--- src/rtl/div_seq_pkg.sv ---
// Shared definitions for the EX-stage iterative divider: state encoding,
// word-bus helpers and the decoder's DIV/DIVU opcode constants.
package div_seq_pkg;

    typedef logic [31:0] WORD_BUS;

    localparam WORD_BUS ZERO_WORD = '0;
    localparam logic    ENABLE    = 1'b1;
    localparam logic    DISABLE   = 1'b0;

    // Decoder drives start/signed_op from these
    localparam logic [3:0] EX_ARITH_DIV  = 4'hA;
    localparam logic [3:0] EX_ARITH_DIVU = 4'hB;

    typedef enum logic [1:0] {
        DIV_IDLE = 2'd0,
        DIV_BUSY = 2'd1,
        DIV_DONE = 2'd2
    } divState_t;

endpackage

--- src/rtl/div_step.sv ---
// One restoring shift-subtract step of the divider, purely combinational:
// shifts {rem, quo} left by one and conditionally subtracts the divisor.
module div_step
    import div_seq_pkg::*;
#(
    parameter int WIDTH = 32
) (
    input  logic [WIDTH-1:0] rem,
    input  logic [WIDTH-1:0] quo,
    input  logic [WIDTH-1:0] divisor,
    output logic [WIDTH-1:0] remNext,
    output logic [WIDTH-1:0] quoNext
);

    logic [WIDTH:0] remShift;

    always_comb begin
        // Extra top bit keeps the shifted remainder exact before the compare
        remShift = {rem, quo[WIDTH-1]};
        quoNext  = {quo[WIDTH-2:0], 1'b0};
        remNext  = remShift[WIDTH-1:0];
        if (remShift >= {1'b0, divisor}) begin
            remNext    = WIDTH'(remShift - {1'b0, divisor});
            quoNext[0] = 1'b1;
        end
    end

endmodule

--- src/rtl/div_seq.sv ---
// Multi-cycle DIV/DIVU sequencer for the EX stage; stalls the pipeline and
// issues one HILO write. Optional macro DIV_EARLY_OUT_EN skips the loop when |divisor| > |dividend|.
module div_seq
    import div_seq_pkg::*;
#(
    parameter int WIDTH = 32,
    parameter int CNT_W = 6
) (
    input  logic             clk,
    input  logic             rst,
    input  logic             start,
    input  logic             signed_op,
    input  logic [WIDTH-1:0] dividend,
    input  logic [WIDTH-1:0] divisor,
    input  logic             annul,
    output logic             stall_req,
    output logic             o_we,
    output logic [WIDTH-1:0] o_hi,
    output logic [WIDTH-1:0] o_lo,
    output logic             div_zero,
    output logic             busy
);

    divState_t        state, stateNext;
    logic [CNT_W-1:0] cnt;
    logic             signQ, signR;
    logic [WIDTH-1:0] remQ, quoQ, divMag;
    logic [WIDTH-1:0] remStep, quoStep;
    logic [WIDTH-1:0] dvdAbs, dvsAbs;
    logic             oWeQ, divZeroQ;
    logic [WIDTH-1:0] oHiQ, oLoQ;
    logic             startGo, lastStep, earlyOut;

    div_step #(.WIDTH(WIDTH)) uStep (
        .rem     (remQ),
        .quo     (quoQ),
        .divisor (divMag),
        .remNext (remStep),
        .quoNext (quoStep)
    );

    always_comb begin
        dvdAbs   = (signed_op && dividend[WIDTH-1]) ? -dividend : dividend;
        dvsAbs   = (signed_op && divisor[WIDTH-1])  ? -divisor  : divisor;
        startGo  = start & ~annul;
        lastStep = (cnt == CNT_W'(WIDTH-1));
`ifdef DIV_EARLY_OUT_EN
        earlyOut = (dvsAbs > dvdAbs);
`else
        earlyOut = 1'b0;
`endif
        stateNext = state;
        stall_req = 1'b0;
        case (state)
            DIV_IDLE: begin
                if (startGo) begin
                    stall_req = 1'b1;
                    stateNext = (divisor == '0 || earlyOut) ? DIV_DONE : DIV_BUSY;
                end
            end
            DIV_BUSY: begin
                stall_req = ~annul;
                if (lastStep) stateNext = DIV_DONE;
            end
            DIV_DONE: stateNext = DIV_IDLE;
            default:  stateNext = DIV_IDLE;
        endcase
        if (annul) stateNext = DIV_IDLE;
    end

    always_ff @(posedge clk) begin
        if (rst) state <= DIV_IDLE;
        else     state <= stateNext;
    end

    // Result registers are loaded on the edge entering DONE and cleared on every other edge
    always_ff @(posedge clk) begin
        if (rst) begin
            cnt      <= '0;
            signQ    <= 1'b0;
            signR    <= 1'b0;
            remQ     <= '0;
            quoQ     <= '0;
            divMag   <= '0;
            oWeQ     <= DISABLE;
            divZeroQ <= 1'b0;
            oHiQ     <= '0;
            oLoQ     <= '0;
        end else begin
            oWeQ     <= DISABLE;
            divZeroQ <= 1'b0;
            oHiQ     <= '0;
            oLoQ     <= '0;
            case (state)
                DIV_IDLE: begin
                    if (startGo) begin
                        signQ  <= signed_op & (dividend[WIDTH-1] ^ divisor[WIDTH-1]);
                        signR  <= signed_op & dividend[WIDTH-1];
                        quoQ   <= dvdAbs;
                        divMag <= dvsAbs;
                        remQ   <= '0;
                        cnt    <= '0;
                        if (divisor == '0) begin
                            oWeQ     <= ENABLE;
                            divZeroQ <= 1'b1;
                        end else if (earlyOut) begin
                            oWeQ <= ENABLE;
                            oHiQ <= (signed_op && dividend[WIDTH-1]) ? -dvdAbs : dvdAbs;
                        end
                    end
                end
                DIV_BUSY: begin
                    if (!annul) begin
                        remQ <= remStep;
                        quoQ <= quoStep;
                        cnt  <= cnt + 1'b1;
                        if (lastStep) begin
                            oWeQ <= ENABLE;
                            oLoQ <= signQ ? -quoStep : quoStep;
                            oHiQ <= signR ? -remStep : remStep;
                        end
                    end
                end
                default: ;
            endcase
        end
    end

    assign o_we     = oWeQ & ~annul;
    assign div_zero = divZeroQ & ~annul;
    assign o_hi     = oHiQ;
    assign o_lo     = oLoQ;
    assign busy     = (state != DIV_IDLE);

endmodule

--- config.mk ---
export PLATFORM = sky130hd
export DESIGN_NAME = div_seq
export DESIGN_NICKNAME = d
export VERILOG_FILES = /design/src/rtl/div_seq_pkg.sv /design/src/rtl/div_step.sv /design/src/rtl/div_seq.sv
export SDC_FILE = /design/constraint.sdc
export NUM_CORES = 1
export LEC_CHECK = 0
export BUFFER_PORTS_ARGS = -buffer_cell sky130_fd_sc_hd__buf_4
export CORE_MARGIN = 2
export CORE_UTILIZATION = 64
export DETAILED_ROUTE_END_ITERATION = 8
export PLACE_DENSITY_LB_ADDON = 0.08
export SETUP_SLACK_MARGIN = 0.05
export SLEW_MARGIN = 20
export SYNTH_ARGS = -nofsm -noshare
export SYNTH_HDL_FRONTEND = slang
export SYNTH_HIERARCHICAL = 1
export SYNTH_SLANG_ARGS = --single-unit
--- constraint.sdc ---
create_clock -name clk -period 13 [get_ports clk]
set_clock_uncertainty 0.05 [all_clocks]
set_input_delay 2.6 -clock clk [delete_from_list [all_inputs] [get_ports clk]]
set_output_delay 2.6 -clock clk [all_outputs]
set_load 0.05 [all_outputs]
==> summary.md <==
| Metric | Value |
|---|---|
| Run status | `finished, final reports clean` |
| Input/output buffers | `between 100 and 150` |
| Arrival time reported for the critical path endpoint | `3940 ps` |
| Master cell of the clock root buffer | `sky130_fd_sc_hd__clkbuf_16` |
| Start-to-end type of the worst setup path | `primary input to primary output` |
| Instance count after placement with tap cells included | `around 1700` |
| Worst skew pair latency | `approximately 430 ps` |
| Maximum Capacitance Violations | `0` |
| Post-route antenna net violation count | `0` |
| Final Routed Wirelength | `approximately 30 mm` |
| Post-route insts no fill | `about 1700` |
| Rows | `48` |
| Clock transition at the registers of the reported paths | `around 70 ps` |
| Most common cell on crit path | `sky130_fd_sc_hd__buf_4` |
| Total routing usage reported by global routing | `between 30% and 40%` |
| Area of the multi-input gates | `7110 um^2` |
| First-pass GRT wire length | `49.1 mm` |
| Post-Route Setup TNS | `0 ps` |
| Total grt overflow | `0` |
| Synth Register Bits | `172` |
| Post-Synthesis Cells | `between 1000 and 1500` |
| Main flop type after synthesis | `sky130_fd_sc_hd__dfxtp_1` |
| Time the worst path needs with I/O delays and setup | `6590 ps` |
| Detailed-route vias per instance | `~6.3` |
| Power per standard cell area | `107 nW/um^2` |
| Number of clock sinks | `between 150 and 200` |
| Critical Path End Type | `primary output` |
| Overall power of the completed layout | `between 1000 and 1500 uW` |
| RSZ-0062 raised after global routing | `false` |
| Final Max Slew Viols | `0` |
| Num CTS Buffers | `17` |
| Initial antenna violation count | `0` |
| Starting utilization of the core area | `between 60 and 70%` |
| Hold violation total from the final report | `0` |
| Placer's final routability congestion estimate | `roughly 0.94` |
| Worst Setup Start Kind | `primary input` |
| Post-detail-place hpwl | `about 22 mm` |
| DIE AREA | `~19000 um^2` |
| Reg area | `around 3400 um^2` |
| Worst supply voltage drop on vdd | `0.103 mV` |
| Synthesized netlist net count | `between 1500 and 2000` |
| Floorplan Core Area | `17300 um^2` |
| Final period util | `about half` |
| Mean cell area of the mapped netlist | `roughly 8.1 um^2` |
| Vertical die dimension | `roughly 140 um` |
| Finish-stage setup viols | `0` |
| Ys Warns | `6` |
| I/O pin total | `between 100 and 150` |
| Number of H-tree levels | `4` |
| Ratio of cells with drive above 1 in the final layout | `between 10% and 20%` |
| Critical path's slowest cell | `sky130_fd_sc_hd__buf_4` |
| Clock tree from TritonCTS | `yes` |
| Critical path, cell by cell | `buf_4, nor2_1, o21ai_4, buf_4, inv_1, buf_4` |
| Buffers from clock root to sink, at most | `2` |
| Area overhead of the layout relative to synthesis | `12.0%` |
| Via Count | `roughly 11000` |
| Max-Slew Margin vs Limit | `between 20% and 30%` |
| Post-synthesis instance area | `between 10000 and 15000 um^2` |
| Worst slew pin tran | `1120 ps` |
| Reported leakage power | `around 0.0052 uW` |
| Vias in the first global route | `9590` |
| Register-to-register path setup slack | `about 8000 ps` |
| Worst endpoint required time | `10350 ps` |
| Number of hold buffers added after cts | `0` |
| Residual DRC count | `0` |
| WL per Instance | `18.3 um` |
| Count of flip-flops with a built-in enable after synthesis | `0` |
| Drt initial violations | `983` |
| Worst Reg2Reg Path Length in Cells | `16` |
| Pin count of the biggest net entering global routing | `~100` |
| Min-Delay Path Class | `register to register` |
| Sequential cell area fraction in the yosys report | `a little under a third` |
| Crit-path max cell delay | `620 ps` |
| Chip width | `approximately 140 um` |
| Share of flip-flops with an asynchronous set or reset after synthesis | `0%` |
| Maximum achievable frequency | `about 150 MHz` |
| Min-Delay Path Depth | `2` |
| Final Net Count | `around 1600` |
| Final antenna diode count | `0` |
| Critical-path maximum fanout | `between 70 and 80` |
| Filler cell count in the final layout | `between 1000 and 1500` |
| Number of iterations in the first detailed-routing pass | `5` |
| Number of distinct library cell variants in the gate-level netlist after synthesis | `90` |
| Count of instances resized after the clock tree is built | `0` |
| Post-CTS repair timing setup buffer count | `0` |
==> where the power goes <==
group          internal [uW]  switching, uW  total (uW)  leakage [uW]
sequential               541           19.0         560       0.00140
combinational            105            170         275       0.00353
clock                    309            221         529      0.000284
total                    955            409        1360       0.00521
==> per-layer routing <==
layer	wire length (um)	vias to the layer above	global-route usage (%)
li1	-	5116	-
met1	12700	4952	42.1
met2	14700	446	54.8
met3	2300	68	5.81
met4	1170	0	13.9
met5	0	-	0
==> cells in the mapped netlist (all sizes together) (19+ instances only) <==
| cell type | n | area [um^2] |
|---|---|---|
| o41ai | 19 | 193 |
| xnor2 | 57 | 499 |
| buf | 52 | 354 |
| mux2 | 29 | 360 |
| and3 | 39 | 245 |
| nor4 | 26 | 275 |
| inv | 58 | 218 |
| nor2 | 191 | 717 |
| nor3 | 45 | 263 |
| nand4 | 20 | 140 |
| a211oi | 29 | 218 |
| dfxtp | 172 | 3440 |
| o31ai | 29 | 228 |
| ha | 37 | 463 |
| xor2 | 76 | 666 |
| a31oi | 31 | 209 |
| nand2 | 77 | 292 |
| a21oi | 94 | 474 |
| clkbuf | 68 | 255 |
| o21ai | 54 | 274 |
| nand3 | 23 | 115 |
==> registers in the layout, indices dropped and copies added (netlist names) <==
signal    flops
cnt           6
divMag       32
divZeroQ      1
oWeQ          1
o_hi         32
o_lo         32
quoQ         32
remQ         32
signQ         1
signR         1
state         2
==> through the flow <==
stage                     setup WS [ps]  hold WS (ps)  instance area [um^2]  utilization (%)
after floorplan                    6640           375                 11400                -
after global placement             6470           391                 12100             70.0
after detailed placement           6450           399                 12100             70.0
after CTS                          6440           408                 12700             73.5
after global routing               6300           455                 12700             73.5
final                              6410           405                 12700             73.5
==> worst paths after layout <==
path,startpoint,to
setup reg to reg,divMag[11],o_hi[21]
hold / removal,divMag[26],divMag[26]
setup / recovery,annul,stall_req
hold reg to reg,divMag[26],divMag[26]
==> worst max-delay path, delay by kind of cell <==
family / cells / cell delay (ps)
buffers and inverters: 4 / 1140
and+or+nand+nor: 1 / 90
AOI/OAI and AO/OA: 1 / 70
==> placed cells by master, fill, tap and decap left out, types with 22 or more instances in the layout <==
cell type and n:
sky130_fd_sc_hd__a211oi_1 29, sky130_fd_sc_hd__a21oi_1 93, sky130_fd_sc_hd__a31oi_1 30, sky130_fd_sc_hd__and3_1 38, sky130_fd_sc_hd__buf_4 141, sky130_fd_sc_hd__dfxtp_1 171
sky130_fd_sc_hd__ha_1 37, sky130_fd_sc_hd__inv_1 57, sky130_fd_sc_hd__nand2_1 76, sky130_fd_sc_hd__nand3_1 22, sky130_fd_sc_hd__nor2_1 191, sky130_fd_sc_hd__nor3_1 40
sky130_fd_sc_hd__o21ai_0 42, sky130_fd_sc_hd__o31ai_1 27, sky130_fd_sc_hd__xnor2_1 57, sky130_fd_sc_hd__xor2_1 76
==> cells by family after synthesis <==
kind of cell,count (synthesis),synth area share [%]
mux,37,3.88
simple gates,501,23.4
xor+xnor,133,10.3
buf+inv,178,7.28
compound gates,347,20.6
fa+ha+maj,38,4.25
flops,172,30.3
==> area by class of cell <==
class	instances	share of cell area, %
multi-input combinational	1056	55.9
sequential	172	27.1
timing repair buffer	141	8.32
clock buffer	19	3.48
tap	225	2.21
inverter	58	1.71
clock inverter	12	1.28
Note: power is estimated with default switching activity, not from simulation.
